<file path="src/rtl/gpc_pkg.sv">
// Shared types, default widths and a saturating-add helper for the GPC column accumulator.
package gpc_pkg;

   localparam int unsigned DefInW  = 1;
   localparam int unsigned DefAccW = 16;
   localparam int unsigned DefCntW = 8;
   localparam int unsigned SatMaxW = 32;

   typedef enum logic [0:0] {
      StAccum,
      StHold
   } gpc_state_e;

   // Returns {ovf, sum} for a w-bit saturating add; operands must already fit in w bits.
   function automatic logic [SatMaxW:0] sat_add(
      input logic [SatMaxW-1:0] a,
      input logic [SatMaxW-1:0] b,
      input int unsigned        w
   );
      logic [SatMaxW:0] full;
      logic [SatMaxW:0] lim;
      logic             ovf;
      full = {1'b0, a} + {1'b0, b};
      lim  = ((SatMaxW + 1)'(1) << w) - (SatMaxW + 1)'(1);
      ovf  = |(full & ~lim);
      return {ovf, ovf ? lim[SatMaxW-1:0] : full[SatMaxW-1:0]};
   endfunction

endpackage

</file>
<file path="src/rtl/gpc_sat_add.sv">
// Combinational W-bit saturating adder; the carry-out doubles as the overflow flag.
module gpc_sat_add #(
   parameter int unsigned W = 16
) (
   input  logic [W-1:0] a_i,
   input  logic [W-1:0] b_i,
   output logic [W-1:0] sum_o,
   output logic         ovf_o
);

   logic [W:0] full;

   always_comb begin
      full  = {1'b0, a_i} + {1'b0, b_i};
      ovf_o = full[W];
      sum_o = full[W] ? {W{1'b1}} : full[W-1:0];
   end

endmodule

</file>
<file path="src/rtl/gpc_col_accum.sv">
// Accumulates GPC count words over an in_last-delimited frame and holds the saturated
// total, beat count and overflow flag on a registered valid/ready output.
module gpc_col_accum
   import gpc_pkg::*;
#(
   parameter int unsigned IN_W  = DefInW,
   parameter int unsigned ACC_W = DefAccW,
   parameter int unsigned CNT_W = DefCntW
) (
   input  logic             clk_i,
   input  logic             rst_i,
   input  logic             in_valid_i,
   output logic             in_ready_o,
   input  logic [IN_W-1:0]  in_data_i,
   input  logic             in_last_i,
   output logic             out_valid_o,
   input  logic             out_ready_i,
   output logic [ACC_W-1:0] out_sum_o,
   output logic [CNT_W-1:0] out_count_o,
   output logic             out_ovf_o
);

   gpc_state_e state_q, state_d;

   logic [ACC_W-1:0] acc_q, acc_d;
   logic [CNT_W-1:0] cnt_q, cnt_d;
   logic             ovf_q, ovf_d;
   logic [ACC_W-1:0] out_sum_q, out_sum_d;
   logic [CNT_W-1:0] out_count_q, out_count_d;
   logic             out_ovf_q, out_ovf_d;

   logic [ACC_W-1:0] in_ext;
   logic [ACC_W-1:0] acc_sum;
   logic [CNT_W-1:0] cnt_sum;
   logic             acc_of;
   logic             cnt_of;
   logic             beat;
   logic             frame_ovf;

   assign in_ext = ACC_W'(in_data_i);

   gpc_sat_add #(
      .W (ACC_W)
   ) u_sum_add (
      .a_i   (acc_q),
      .b_i   (in_ext),
      .sum_o (acc_sum),
      .ovf_o (acc_of)
   );

   gpc_sat_add #(
      .W (CNT_W)
   ) u_cnt_add (
      .a_i   (cnt_q),
      .b_i   (CNT_W'(1)),
      .sum_o (cnt_sum),
      .ovf_o (cnt_of)
   );

   assign beat      = in_valid_i & in_ready_o;
   assign frame_ovf = ovf_q | acc_of | cnt_of;

   // State register.
   always_ff @(posedge clk_i) begin
      if (rst_i) begin
         state_q <= StAccum;
      end else begin
         state_q <= state_d;
      end
   end

   // Next-state logic.
   always_comb begin
      state_d = state_q;
      unique case (state_q)
         StAccum: if (beat && in_last_i) state_d = StHold;
         StHold:  if (out_ready_i)       state_d = StAccum;
         default: state_d = StAccum;
      endcase
   end

   // Handshake outputs depend on state only, keeping out_ready off the in_ready path.
   always_comb begin
      in_ready_o  = 1'b0;
      out_valid_o = 1'b0;
      unique case (state_q)
         StAccum: in_ready_o  = 1'b1;
         StHold:  out_valid_o = 1'b1;
         default: in_ready_o  = 1'b0;
      endcase
   end

   always_comb begin
      acc_d       = acc_q;
      cnt_d       = cnt_q;
      ovf_d       = ovf_q;
      out_sum_d   = out_sum_q;
      out_count_d = out_count_q;
      out_ovf_d   = out_ovf_q;
      if (beat) begin
         if (in_last_i) begin
            out_sum_d   = acc_sum;
            out_count_d = cnt_sum;
            out_ovf_d   = frame_ovf;
            acc_d       = '0;
            cnt_d       = '0;
            ovf_d       = 1'b0;
         end else begin
            acc_d = acc_sum;
            cnt_d = cnt_sum;
            ovf_d = frame_ovf;
         end
      end
   end

   always_ff @(posedge clk_i) begin
      if (rst_i) begin
         acc_q       <= '0;
         cnt_q       <= '0;
         ovf_q       <= 1'b0;
         out_sum_q   <= '0;
         out_count_q <= '0;
         out_ovf_q   <= 1'b0;
      end else begin
         acc_q       <= acc_d;
         cnt_q       <= cnt_d;
         ovf_q       <= ovf_d;
         out_sum_q   <= out_sum_d;
         out_count_q <= out_count_d;
         out_ovf_q   <= out_ovf_d;
      end
   end

   assign out_sum_o   = out_sum_q;
   assign out_count_o = out_count_q;
   assign out_ovf_o   = out_ovf_q;

endmodule
</file>
<file path="config.mk">
export PLATFORM = sky130hd
export DESIGN_NAME = gpc_col_accum
export DESIGN_NICKNAME = d
export VERILOG_FILES = /design/src/rtl/gpc_pkg.sv /design/src/rtl/gpc_sat_add.sv /design/src/rtl/gpc_col_accum.sv
export SDC_FILE = /design/constraint.sdc
export NUM_CORES = 1
export LEC_CHECK = 0
export ABC_AREA = 1
export CAP_MARGIN = 20
export CORE_ASPECT_RATIO = 0.7
export CORE_MARGIN = 5
export CORE_UTILIZATION = 25
export CTS_CLUSTER_DIAMETER = 120
export DETAILED_ROUTE_END_ITERATION = 7
export PLACE_DENSITY = 0.56
export SYNTH_ARGS = -nofsm -noshare
export SYNTH_HDL_FRONTEND = slang
export SYNTH_SLANG_ARGS = --single-unit
</file>
<file path="constraint.sdc">
create_clock -name clk_i -period 1.8 [get_ports clk_i]
set_clock_uncertainty 0.2 [all_clocks]
set_input_delay 0.36 -clock clk_i [delete_from_list [all_inputs] [get_ports clk_i]]
set_output_delay 0.36 -clock clk_i [all_outputs]
set_load 0.02 [all_outputs]
</file>
**Yosys cells after proc, flatten, opt, wreduce, memory -nomap -nowiden**

Cells that the tools add are included.

- Add/subtract/negate cells: 2
- Multiply operators: 0
- Div/mod/pow operators: 0
- Magnitude comparators: 0
- Equality and inequality tests: 0
- Shift-type cells: 0
- Mux-type cells: 10
- Bitwise gates (word level): 4
- Reductions and logical operators: 2

Operators by type and width:

| operator | count |
|---|---|
| 16-bit two-way mux | 2 |
| 16-bit by 1-bit adder with 17-bit output | 1 |
| 8-bit two-way mux | 2 |
| 8-bit by 1-bit adder with 9-bit output, second input constant | 1 |
| 1-bit two-way mux | 5 |
| 1-bit OR | 2 |
| 1-bit case mux with 2 select lines | 1 |
| 2-bit AND reduction | 1 |
| 1-bit bitwise AND | 1 |
| 1-bit logical AND | 1 |
| 1-bit inverter | 1 |

- Flip-flop bits (word level): 51
- Latch bits: 0
- Bits in writable memories: 0
- Memory bits (read-only): 0
- Input port bits: 6
- Word-level logic and storage cells: 25
- Memories kept: 0

**Depth between registers and ports, before layout**

Gate-level depths: netlist (run 1).

- Word-level depth: 5
- Gate-level depth with buffers: 10

**By module**

A second synthesis (run 1) with hierarchy kept.

- Cell total of the unflattened synthesis: 533
- Area total of the unflattened synthesis: 3,527.1 um2

By module, submodules not included:

| module | times used | cells an instance | area each (um2) | seq. area each (um2) |
|---|---|---|---|---|
| gpc_col_accum | 1 | 235 | 1,980.6 | 1,021.0 |
| gpc_sat_add at u_sum_add | 1 | 221 | 1,126.1 | 0.0 |
| gpc_sat_add at u_cnt_add | 1 | 77 | 420.4 | 0.0 |

**Worst setup path after synthesis (run 1)**

Ideal clock, no wire load.

- Path type: input -> register
- From: in in_data_i
- To: reg out_sum_q[0], in the netlist out_sum_o[0]
- Data arrival time: 1.440 ns
- Data required time: 1.486 ns
- Setup slack: 0.046 ns
- Stages: 9
- Path buffers: 0
- Cell sequence: ha_1 > ha_1 > nand2_2 > nor2_4 > nand2_4 > nor2_4 > or2_1 > o21bai_1 > inv_1

- Longest elaborated chain between the ends: 2

Ends and longest elaborated chain:

| element | line | source |
|---|---|---|
| start: declaration | gpc_col_accum.sv:14 | `input logic [IN_W-1:0] in_data_i,` |
| 16-bit by 1-bit adder with 17-bit output | gpc_sat_add.sv:14 | `full = {1'b0, a_i} + {1'b0, b_i};` |
| 16-bit two-way mux | gpc_sat_add.sv:16 | `sum_o = full[W] ? {W{1'b1}} : full[W-1:0];` |
| end signal: assignment | gpc_col_accum.sv:128 | `out_sum_q <= out_sum_d;` |
| end: declaration | gpc_col_accum.sv:28 | `logic [ACC_W-1:0] out_sum_q, out_sum_d;` |

Every way passes these cells.
A chain may end at the register's enable or synchronous reset.

**Worst setup path after layout (run 1)**

- From: reg acc_q[0]
- To: reg out_sum_q[5], in the netlist out_sum_o[5]

- Longest elaborated chain between the ends: 2

Ends and longest elaborated chain:

| element | line | source |
|---|---|---|
| start: declaration | gpc_col_accum.sv:25 | `logic [ACC_W-1:0] acc_q, acc_d;` |
| start signal: assignment | gpc_col_accum.sv:118 | `acc_q <= '0;` |
| start signal: assignment | gpc_col_accum.sv:125 | `acc_q <= acc_d;` |
| 16-bit by 1-bit adder with 17-bit output | gpc_sat_add.sv:14 |  |
| 16-bit two-way mux | gpc_sat_add.sv:16 |  |

Every way passes these cells.

==> results by group, run 1 <==
STA
  – Sum Neg Setup Slack: 0 ns
  – Final worst slack: 0.0330 ns
  – Max Fclk: 0.566 GHz
  – Final setup viols: 0
  – Relative slew slack: 77.7%
  – Slew Viols, Final: 0
  – Endpoints failing hold: 0
  – Tmin final: 1.77 ns
  – RSZ-0062 raised after global routing: yes
  – Crit share post-route: 98.2%
  – Worst-Margin Slew: 0.334 ns

Job
  – Max-Cap Viols: 0

Routing
  – Vias per cell: 4.48
  – DRT Pass-1 Iters: 5
  – # DRC: 0
  – DRT iter0 DRCs: 189
  – ANT nets after route: 0
  – Vias: 2400
  – Post-DR wirelength/cell: 12.4 µm
  – Final wirelength: 6650 µm

Yosys
  – Simple-gate share of the synthesized area: 30.0%
  – Post-Synth Adder-Cell Area: 1.48%
  – Mapped cell area: 2530 µm²
  – Register area share after synthesis: 40.4%
  – Netlist cell types: 30
  – Mapped Nets: 364
  – Mux contribution to synthesized area: 0%
  – Syn_area_per_cell: 7.12 µm²
  – Largest family of logic cells by synthesized area: simple AND/OR/NAND/NOR gates
  – Yosys Warn Count: 0
  – Synth Area in Compound Gates: 17.4%
  – Cell count after synthesis: 355
  – Yosys reg bits: 51
  – Synth Area in XOR/XNOR: 2.42%

Floorplanning
  – Row count: 30
  – Die W: 130 µm
  – Die ar.: 12300 µm²
  – Core ar.: 9800 µm²
  – Chip Height: 94.1 µm
  – Starting Density: 25.8%
  – Io pins: 33

Placement
  – Place WS: -0.562 ns
  – Placed Cells: 525
  – Count of input and output buffers: 32
  – Post-DP HPWL: 4740 µm
  – Routability cong.: 0.889

Layout
  – Share of cells above drive strength 1: 16.9%
  – Diode count: 0
  – Final instance count without filler cells: 536
  – Final net count: 416
  – Syn-to-layout area delta: 35.8%

Setup path
  – Setup crit end kind: flip-flop
  – Crit path DAT: 1.78 ns
  – Critical path required time: 1.81 ns
  – Critical Path Fanout Max: 7
  – Setup crit start kind: flip-flop
  – Critical path class: reg -> reg

Power and ir drop
  – Leakage: 0.00172 µW
  – VDD IR max: 0.413 mV
  – PwrDens: 723 nW/µm²

Global route
  – Largest net degree at the start of global routing: 26
  – First-pass GRT wire length: 11100 µm
  – Vias in the first global route: 2264
  – Total global-route track usage: 11.2%
  – Remaining Overflow, GRT: 0
  – Initial antenna violation count: 0

Clock network
  – Clock sinks: 51
  – Root buf cell: clkbuf_16
  – CTS tree: yes
  – CTS Buffer Depth: 2
  – CTS Buf Count: 5
  – Clock Latency Late Sink: 0.29 ns
  – CTS HTree Levels: 2
  – CTS Hold Buffers Added: 0
  – Clock-pin slew on the worst setup and hold paths: 0.07 ns

Worst hold path
  – Hold Crit Class: reg -> reg

Outcome
  – Status: finished clean
==> per-stage QoR <==
stage	hold WS, ns	total power, µW	utilization, %	cell area [µm²]
2_1_floorplan	0.246	1370	-	2530
3_3_place_gp	0.252	1530	32.3	3170
3_5_place_dp	0.259	1530	32.3	3170
4_1_cts	0.269	2510	34.4	3370
5_1_grt	0.291	2580	35.0	3430
6_report	0.270	2480	35.0	3430
==> final cells by class <==
class | instances | area, µm²
multi-input combinational | 250 | 1360
clock buffer | 8 | 156
tap | 128 | 160
sequential | 51 | 1020
timing repair buffer | 59 | 582
inverter | 40 | 150
fill | 981 | 6360
==> final timing paths <==
| path | startpoint | endpoint | slack [ns] | depth (start not counted) |
|---|---|---|---|---|
| worst max-delay path | acc_q[0] | out_sum_o[5] | 0.03 | 8 |
| worst min-delay path | ovf_q | ovf_q | 0.27 | 2 |
| worst max register to register | acc_q[0] | out_sum_o[5] | 0.03 | 8 |
| worst min register to register | ovf_q | ovf_q | 0.27 | 2 |
==> flip-flops by register name, summed over array words and instances, names as in the netlist <==
name         count
out_count_o      8
acc_q           16
out_sum_o       16
state_q          1
cnt_q            8
ovf_q            1
out_ovf_o        1
==> where the power goes <==
part | leakage [µW] | internal (µW) | switching (µW) | total [µW]
Clock | 0.0000772 | 593 | 408 | 1000
Sequential | 0.000416 | 1170 | 20.1 | 1190
Combinational | 0.00123 | 126 | 168 | 294
Total | 0.00172 | 1890 | 596 | 2480
==> metal layers <==
layer	GRT usage, %	wire length [µm]	vias up
met1	16.1	3350	1100
met4	2.42	54	0
met2	16.9	2920	45
met5	0	0	-
li1	-	-	1246
met3	2.78	331	9
==> worst max-delay path, cell delays in order, from the launching register on <==
cell,delay [ns]
dfxtp_2,0.36
ha_4,0.15
ha_4,0.13
nand2_2,0.07
nor2_4,0.13
buf_4,0.13
nand4_4,0.16
buf_4,0.19
a31oi_1,0.17
==> what timing repair did <==
action	CTS	global route
setup endpoints to repair	46	40
setup buffers	1	2
gates resized for setup	24	21
pin swaps	5	4
cloned	0	0
hold endpoints to repair	0	0
==> cells by family after synthesis <==
| kind of cell | Yosys count |
|---|---|
| xor+xnor | 7 |
| compound gates | 77 |
| buf+inv | 54 |
| flops | 51 |
| simple gates | 163 |
| fa+ha+maj | 3 |
==> cell usage in the layout (no fill, tap or decap), drive strengths merged, types with 13 or more instances in the layout <==
master / n
dlygate4sd2: 13
buf: 27
a21oi: 27
o21ai: 33
o21bai: 13
dfxtp: 51
nand3: 22
nor2: 41
dlymetal6s2s: 15
nand2: 93
inv: 40
==> synth_stat cells <==
master | n | area [µm²]
nand4_2 | 1 | 12.5
nand2_2 | 5 | 31.3
xor2_1 | 5 | 43.8
inv_1 | 37 | 139
a21oi_2 | 3 | 26.3
buf_4 | 2 | 15.0
o21bai_1 | 13 | 97.6
clkbuf_1 | 11 | 41.3
ha_1 | 3 | 37.5
nor2_1 | 34 | 128
o21ai_2 | 1 | 8.76
buf_2 | 1 | 5.00
a21oi_1 | 24 | 120
o21ai_1 | 1 | 5.00
nand4_1 | 3 | 18.8
nand2_4 | 1 | 11.3
nor2_4 | 6 | 67.6
xnor2_1 | 2 | 17.5
o21a_1 | 1 | 7.51
nand3_1 | 20 | 100
nand2_1 | 87 | 327
o21ai_0 | 31 | 155
nor2_2 | 1 | 6.26
inv_2 | 3 | 11.3
nor3_4 | 1 | 16.3
a31oi_1 | 3 | 18.8
or2_1 | 2 | 12.5
dfxtp_1 | 51 | 1020
nand3_4 | 1 | 17.5
nand3_2 | 1 | 10.0
Power figures use the tool's default switching activity.
==> run 2, diff against run 1 <==
--- a/config.mk
+++ b/config.mk
@@ -12,7 +12,7 @@
 export CORE_UTILIZATION = 25
 export CTS_CLUSTER_DIAMETER = 120
 export DETAILED_ROUTE_END_ITERATION = 7
-export PLACE_DENSITY = 0.56
+export PLACE_DENSITY = 0.54
 export SYNTH_ARGS = -nofsm -noshare
 export SYNTH_HDL_FRONTEND = slang
 export SYNTH_SLANG_ARGS = --single-unit
==> constraint.sdc (replaced) <==
create_clock -name clk_i -period 2.09 [get_ports clk_i]
set_clock_uncertainty 0.2 [all_clocks]
set_input_delay 0.418 -clock clk_i [delete_from_list [all_inputs] [get_ports clk_i]]
set_output_delay 0.418 -clock clk_i [all_outputs]
set_load 0.02 [all_outputs]
==> run 2 against run 1 <==
Sequential cell count unchanged. Die area unchanged. Clock power decreased by 18%. Total power decreased by 16%. Hold slack improved by 0.014 ns. First-iteration DRC count decreased by 15%. Non-clock buffer count decreased by 15. Count of clock-buffer cells in the layout decreased by 2. Combinational power decreased by 16%. Final cell count decreased by 3.0%. Design area decreased by 4.1%. Critical path depth decreased by 7.
==> results by group, run 2 (synthesized netlist as in run 1, its figures left out) <==
Floorplanning
  – Core ar.: 9800 µm² (unchanged)
  – Die W: 130 µm (unchanged)
  – Row count: 30 (unchanged)
  – Chip Height: 94.1 µm (unchanged)
  – Die ar.: 12300 µm² (unchanged)
  – Starting Density: 25.8% (unchanged)
  – Io pins: 33 (unchanged)

Setup path
  – Critical path class: reg -> out
  – Critical Path Fanout Max: 2 (-5)
  – Setup crit end kind: primary output
  – Crit path DAT: 1.30 ns (-0.48 ns)
  – Cells along the critical path: clkdlybuf4s50_1
  – R2R Setup Slk: 0.23 ns (+0.20 ns)
  – FF-to-FF End: acc_q[9]
  – Cell family with most CP delay: buffers and inverters
  – Worst reg2reg path startpoint: acc_q[0]
  – Cell at the slowest stage of the critical path: clkdlybuf4s50_1
  – Worst-case reg-to-reg path depth: 9 (+1)
  – Critical path required time: 1.47 ns (-0.34 ns)
  – Setup crit start kind: flip-flop
  – Critical path's largest stage delay: 0.65 ns (+0.29 ns)
  – Buf/Inv on CP: 1 (-1)

Global route
  – Total global-route track usage: 10.7% (-0.55 points)
  – Largest net degree at the start of global routing: 26 (unchanged)
  – First-pass GRT wire length: 10600 µm (-4.7%)
  – Remaining Overflow, GRT: 0 (unchanged)
  – Initial antenna violation count: 0 (unchanged)
  – Vias in the first global route: 2059 (-9.1%)

Routing
  – Final wirelength: 6520 µm (-1.9%)
  – Vias: 2326 (-3.1%)
  – Post-DR wirelength/cell: 12.5 µm (+1.1%)
  – DRT iter0 DRCs: 160 (-15%)
  – # DRC: 0 (unchanged)
  – ANT nets after route: 0 (unchanged)
  – DRT Pass-1 Iters: 4 (-1)
  – Vias per cell: 4.47 (-0.10%)

STA
  – Max Fclk: 0.522 GHz
  – Endpoints failing hold: 0 (unchanged)
  – Worst-Margin Slew: 0.697 ns (+0.363 ns)
  – RSZ-0062 raised after global routing: no
  – Relative slew slack: 53.5% (-24 points)
  – Sum Neg Setup Slack: 0 ns (unchanged)
  – Crit share post-route: 91.7%
  – Slew Viols, Final: 0 (unchanged)
  – Final setup viols: 0 (unchanged)
  – Tmin final: 1.92 ns

Placement
  – Post-DP HPWL: 4590 µm (-3.1%)
  – Post-DP Area: 3060 µm² (-3.5%)
  – Count of input and output buffers: 32 (unchanged)
  – Routability cong.: 0.821 (-7.6%)

Layout
  – Layout filler cell count: 1008 (+2.8%)
  – Final net count: 401 (-3.6%)
  – Fin area: 3290 µm² (-4.1%)
  – Most common cell after layout, fill and taps aside: nand2_1
  – FF/Latch Area: 1020 µm² (-0.12%)
  – Commonest non-fill, non-tap cells in the layout: nand2_1, dfxtp_1, inv_1, nor2_1, clkdlybuf4s50_1
  – Syn-to-layout area delta: 30.2%
  – Share of cells above drive strength 1: 13.5% (-3.4 points)
  – Diode count: 0 (unchanged)
  – Multi-input combinational cell area: 1370 µm² (+0.64%)

Outcome
  – Status: finished clean

Job
  – Max-Cap Viols: 0 (unchanged)

Worst hold path
  – Hold Crit Depth: 2 (unchanged)
  – Hold Crit Start: ovf_q
  – Hold Path End: ovf_q
  – Hold Crit Class: reg -> reg

Clock network
  – CTS Buf Count: 5 (unchanged)
  – Clock-pin slew on the worst setup and hold paths: 0.06 ns (about the same)
  – Root buf cell: clkbuf_16
  – CTS HTree Levels: 2 (unchanged)
  – CTS tree: yes
  – Clock sinks: 51 (unchanged)
  – CTS Buffer Depth: 2 (unchanged)
  – Clock Latency Late Sink: 0.29 ns (about the same)

Power and ir drop
  – Leakage: 0.00139 µW (-20%)
  – PwrDens: 635 nW/µm² (-12%)
  – VDD IR max: 0.261 mV (-37%)
[run 2: worst max path at each step]
stage,depth (start not counted),slack [ns],startpoint,to
after CTS,11,0.006,in_data_i,acc_q[15]
after detailed placement,9,-0.30,in_data_i,acc_q[4]
after global routing,9,0.12,acc_q[0],acc_q[9]
final,1,0.17,out_sum_o[14],out_sum_o[14]
after floorplan,9,0.28,in_data_i,out_sum_o[0]
after global placement,8,-0.31,in_data_i,out_sum_o[6]
[run 2: through the flow]
stage               util (%)  worst slack [ns]  power, µW  instances  hold slack (ns)
global placement        31.2            -0.307       1300        512            0.252
detailed placement      31.2            -0.300       1300        512            0.271
CTS                     32.7           0.00558       2120        519            0.281
finish                  33.6             0.172       2090        520            0.283
floorplan                  -             0.278       1180        355            0.246
global route            33.6             0.121       2170        520            0.317
[run 2: layout make-up]
class | count | area share, %
clock inverter | 1 | 0.152
tap | 128 | 4.87
inverter | 40 | 4.56
timing repair buffer | 44 | 13.5
sequential | 51 | 31.0
clock buffer | 6 | 4.22
multi-input combinational | 250 | 41.7
[run 2: power by group]
group	switching, µW	total (µW)	leakage [µW]	internal [µW]
clock network	351	819	0.0000727	468
registers	18.4	1020	0.000415	1010
logic	141	248	0.000900	106
total	510	2090	0.00139	1580
[run 2: timing repair]
action                     in CTS  in global routing
setup endpoints to repair       3                 30
hold buffers                    0                  0
pin swaps                       0                  4
resized for setup               1                 19
setup buffers                   0                  1
[run 2: per-layer routing]
layer	GRT usage (%)	share of wire, %
met1	15.8	54
met2	15.8	43
met3	2.39	3.2
met4	1.82	0.43
met5	0	0
==> run 3, diff against run 2 <==
--- a/config.mk
+++ b/config.mk
@@ -9,10 +9,11 @@
 export CAP_MARGIN = 20
 export CORE_ASPECT_RATIO = 0.7
 export CORE_MARGIN = 5
-export CORE_UTILIZATION = 25
+export CORE_UTILIZATION = 45
 export CTS_CLUSTER_DIAMETER = 120
 export DETAILED_ROUTE_END_ITERATION = 7
-export PLACE_DENSITY = 0.54
+export PLACE_DENSITY = 0.79
+export RECOVER_POWER = 50
 export SYNTH_ARGS = -nofsm -noshare
 export SYNTH_HDL_FRONTEND = slang
 export SYNTH_SLANG_ARGS = --single-unit
==> run 3 against run 2 <==
Hold slack got worse by 0.0043 ns. Non-clock buffer count increased by 1. Total power decreased by 0.29%. Register-to-register slack got worse by 0.05 ns. Final cell count decreased by 10%. Maximum frequency decreased by 0.50%. Via count increased by 5.6%. Setup slack got worse by 0.0096 ns. Critical path type unchanged.
==> results by group, run 3 (synthesized netlist as in run 1, its figures left out) <==
Routing
  – DRT iter0 DRCs: 162 (+1.3%)
  – ANT nets after route: 0 (unchanged)
  – Vias: 2456 (+5.6%)
  – Final wirelength: 6440 µm (-1.2%)
  – Post-DR wirelength/cell: 13.8 µm (+10%)
  – Vias per cell: 5.27 (+18%)
  – # DRC: 0 (unchanged)
  – DRT Pass-1 Iters: 5 (+1)

Power and ir drop
  – P_sw: 498 µW (-2.5%)
  – VDD IR max: 0.343 mV (+31%)
  – Internal cell power: 1590 µW (+0.42%)
  – Final Total Pwr: 2090 µW (-0.29%)
  – Sw frac: 23.9% (-0.54 points)
  – Leakage: 0.00135 µW (-2.7%)
  – Comb pwr share: 11.7% (about the same)
  – PwrDens: 653 nW/µm² (+2.8%)
  – Seq pwr share: 49.1% (about the same)
  – Clk pwr share: 39.2% (about the same)

Layout
  – Syn-to-layout area delta: 26.3%
  – Most common cell after layout, fill and taps aside: nand2_1
  – Commonest non-fill, non-tap cells in the layout: nand2_1, dfxtp_1, inv_1, nor2_1, o21ai_0
  – Share of cells above drive strength 1: 13.2% (-0.32 points)
  – Final net count: 402 (+0.25%)
  – Diode count: 0 (unchanged)

Setup path
  – Setup crit start kind: flip-flop
  – Critical Path Fanout Max: 2 (unchanged)
  – Cell at the slowest stage of the critical path: dlygate4sd3_1
  – Cell family with most CP delay: buffers and inverters
  – Critical path's largest stage delay: 0.67 ns (+0.02 ns)
  – Stages on worst setup path: 1 (unchanged)
  – Buf/Inv on CP: 1 (unchanged)
  – Critical path required time: 1.47 ns (about the same)
  – Setup crit end kind: primary output
  – Critical path class: reg -> out
  – Cells along the critical path: dlygate4sd3_1
  – Worst-case reg-to-reg path depth: 10 (+1)
  – Crit path DAT: 1.31 ns (about the same)

Clock network
  – CTS Buffer Depth: 2 (unchanged)
  – CTS Hold Buffers Added: 0 (unchanged)
  – CTS HTree Levels: 2 (unchanged)
  – CTS Buf Count: 5 (unchanged)
  – Clock Latency Late Sink: 0.31 ns (+0.02 ns)
  – Clock-pin slew on the worst setup and hold paths: 0.10 ns (+0.04 ns)
  – Clock sinks: 51 (unchanged)
  – Root buf cell: clkbuf_8
  – CTS tree: yes

Floorplanning
  – Starting Density: 47.4% (+22 points)
  – Core ar.: 5340 µm² (-45%)
  – Io pins: 33 (unchanged)
  – Die W: 99.6 µm (-24%)
  – Row count: 22 (-27%)
  – Chip Height: 72.7 µm (-23%)
  – Die ar.: 7240 µm² (-41%)

Placement
  – Post-DP HPWL: 4340 µm (-5.4%)
  – Routability cong.: 0.933 (+14%)
  – Place WS: -0.299 ns (+0.00163 ns)
  – Count of input and output buffers: 32 (unchanged)

STA
  – Worst-Margin Slew: 0.725 ns (+0.0274 ns)
  – Final setup viols: 0 (unchanged)
  – Endpoints failing hold: 0 (unchanged)
  – RSZ-0062 raised after global routing: no
  – Slew Viols, Final: 0 (unchanged)
  – Max Fclk: 0.519 GHz (-0.50%)
  – Relative slew slack: 51.6% (-1.8 points)
  – Crit share post-route: 92.2% (+0.46 points)
  – Final worst slack: 0.163 ns (-0.00963 ns)
  – Tmin final: 1.93 ns (+0.00962 ns)

Global route
  – First-pass GRT wire length: 10400 µm (-1.7%)
  – Vias in the first global route: 2139 (+3.9%)
  – Remaining Overflow, GRT: 0 (unchanged)
  – Largest net degree at the start of global routing: 26 (unchanged)
  – Total global-route track usage: 17.6% (+7.0 points)
  – Initial antenna violation count: 0 (unchanged)

Outcome
  – Status: finished clean

Worst hold path
  – Hold Crit Depth: 2 (unchanged)
  – Hold Crit Class: reg -> reg

Job
  – Max-Cap Viols: 0 (unchanged)
run 3: changes by cell type in the layout (fill, tap and decap cells not counted), sizes merged:
| cell | previous run | this run |
|---|---|---|
| buf | 12 | 13 |
| clkbuf | 6 | 5 |
| dlygate4sd3 | 0 | 5 |
| clkinv | 1 | 0 |
| bufinv | 0 | 2 |
| clkdlybuf4s50 | 31 | 26 |
| clkinvlp | 0 | 1 |
run 3: final timing paths:
path	start	to	slack [ns]
min reg2reg	acc_q[0]	acc_q[0]	0.28
max reg2reg	acc_q[0]	out_sum_o[11]	0.18
max	out_sum_o[8]	out_sum_o[8]	0.16
min	acc_q[0]	acc_q[0]	0.28
run 3: power by group through the flow:
stage,Sequential (µW),Combinational [µW],Clock (µW)
after floorplan,1080,94.6,0
after global placement,1050,242,0
after detailed placement,1050,246,0
after CTS,1020,248,826
after global routing,1030,264,873
final,1020,244,817
run 3: area by class of cell:
cell class	count	area, µm²
fill	478	2150
tap	72	90.1
timing repair buffer	45	440
sequential	51	1020
clock inverter	3	67.6
inverter	40	150
clock buffer	5	68.8
multi-input combinational	250	1360
run 3: per-stage QoR:
stage | TNS, ns | utilization (%) | instances | hold WS, ns | area, µm²
2_1_floorplan | 0 | - | 355 | 0.246 | 2530
3_3_place_gp | -6.74 | 55.8 | 457 | 0.253 | 2980
3_5_place_dp | -7.84 | 55.8 | 457 | 0.264 | 2980
4_1_cts | 0 | 58.4 | 465 | 0.278 | 3120
5_1_grt | 0 | 59.8 | 466 | 0.301 | 3190
6_report | 0 | 59.8 | 466 | 0.279 | 3190
run 3: what timing repair did:
action,4_1_cts,5_1_grt
gates resized for setup,0,18
setup buffers,0,1
endpoints found under the setup margin,0,31
run 3: tightest hold or removal path, stage by stage (launching register included):
cell and delay (ns):
dfxtp_1 0.32, nand2_1 0.06, a21oi_1 0.05
run 3: routing by layer:
layer | global-route usage (%) | wire length (µm) | up-vias
met5 | 0 | 0 | -
met4 | 4.24 | 61 | 0
met3 | 3.63 | 473 | 8
met2 | 28.2 | 2930 | 87
met1 | 24.5 | 2970 | 1152
li1 | - | - | 1209
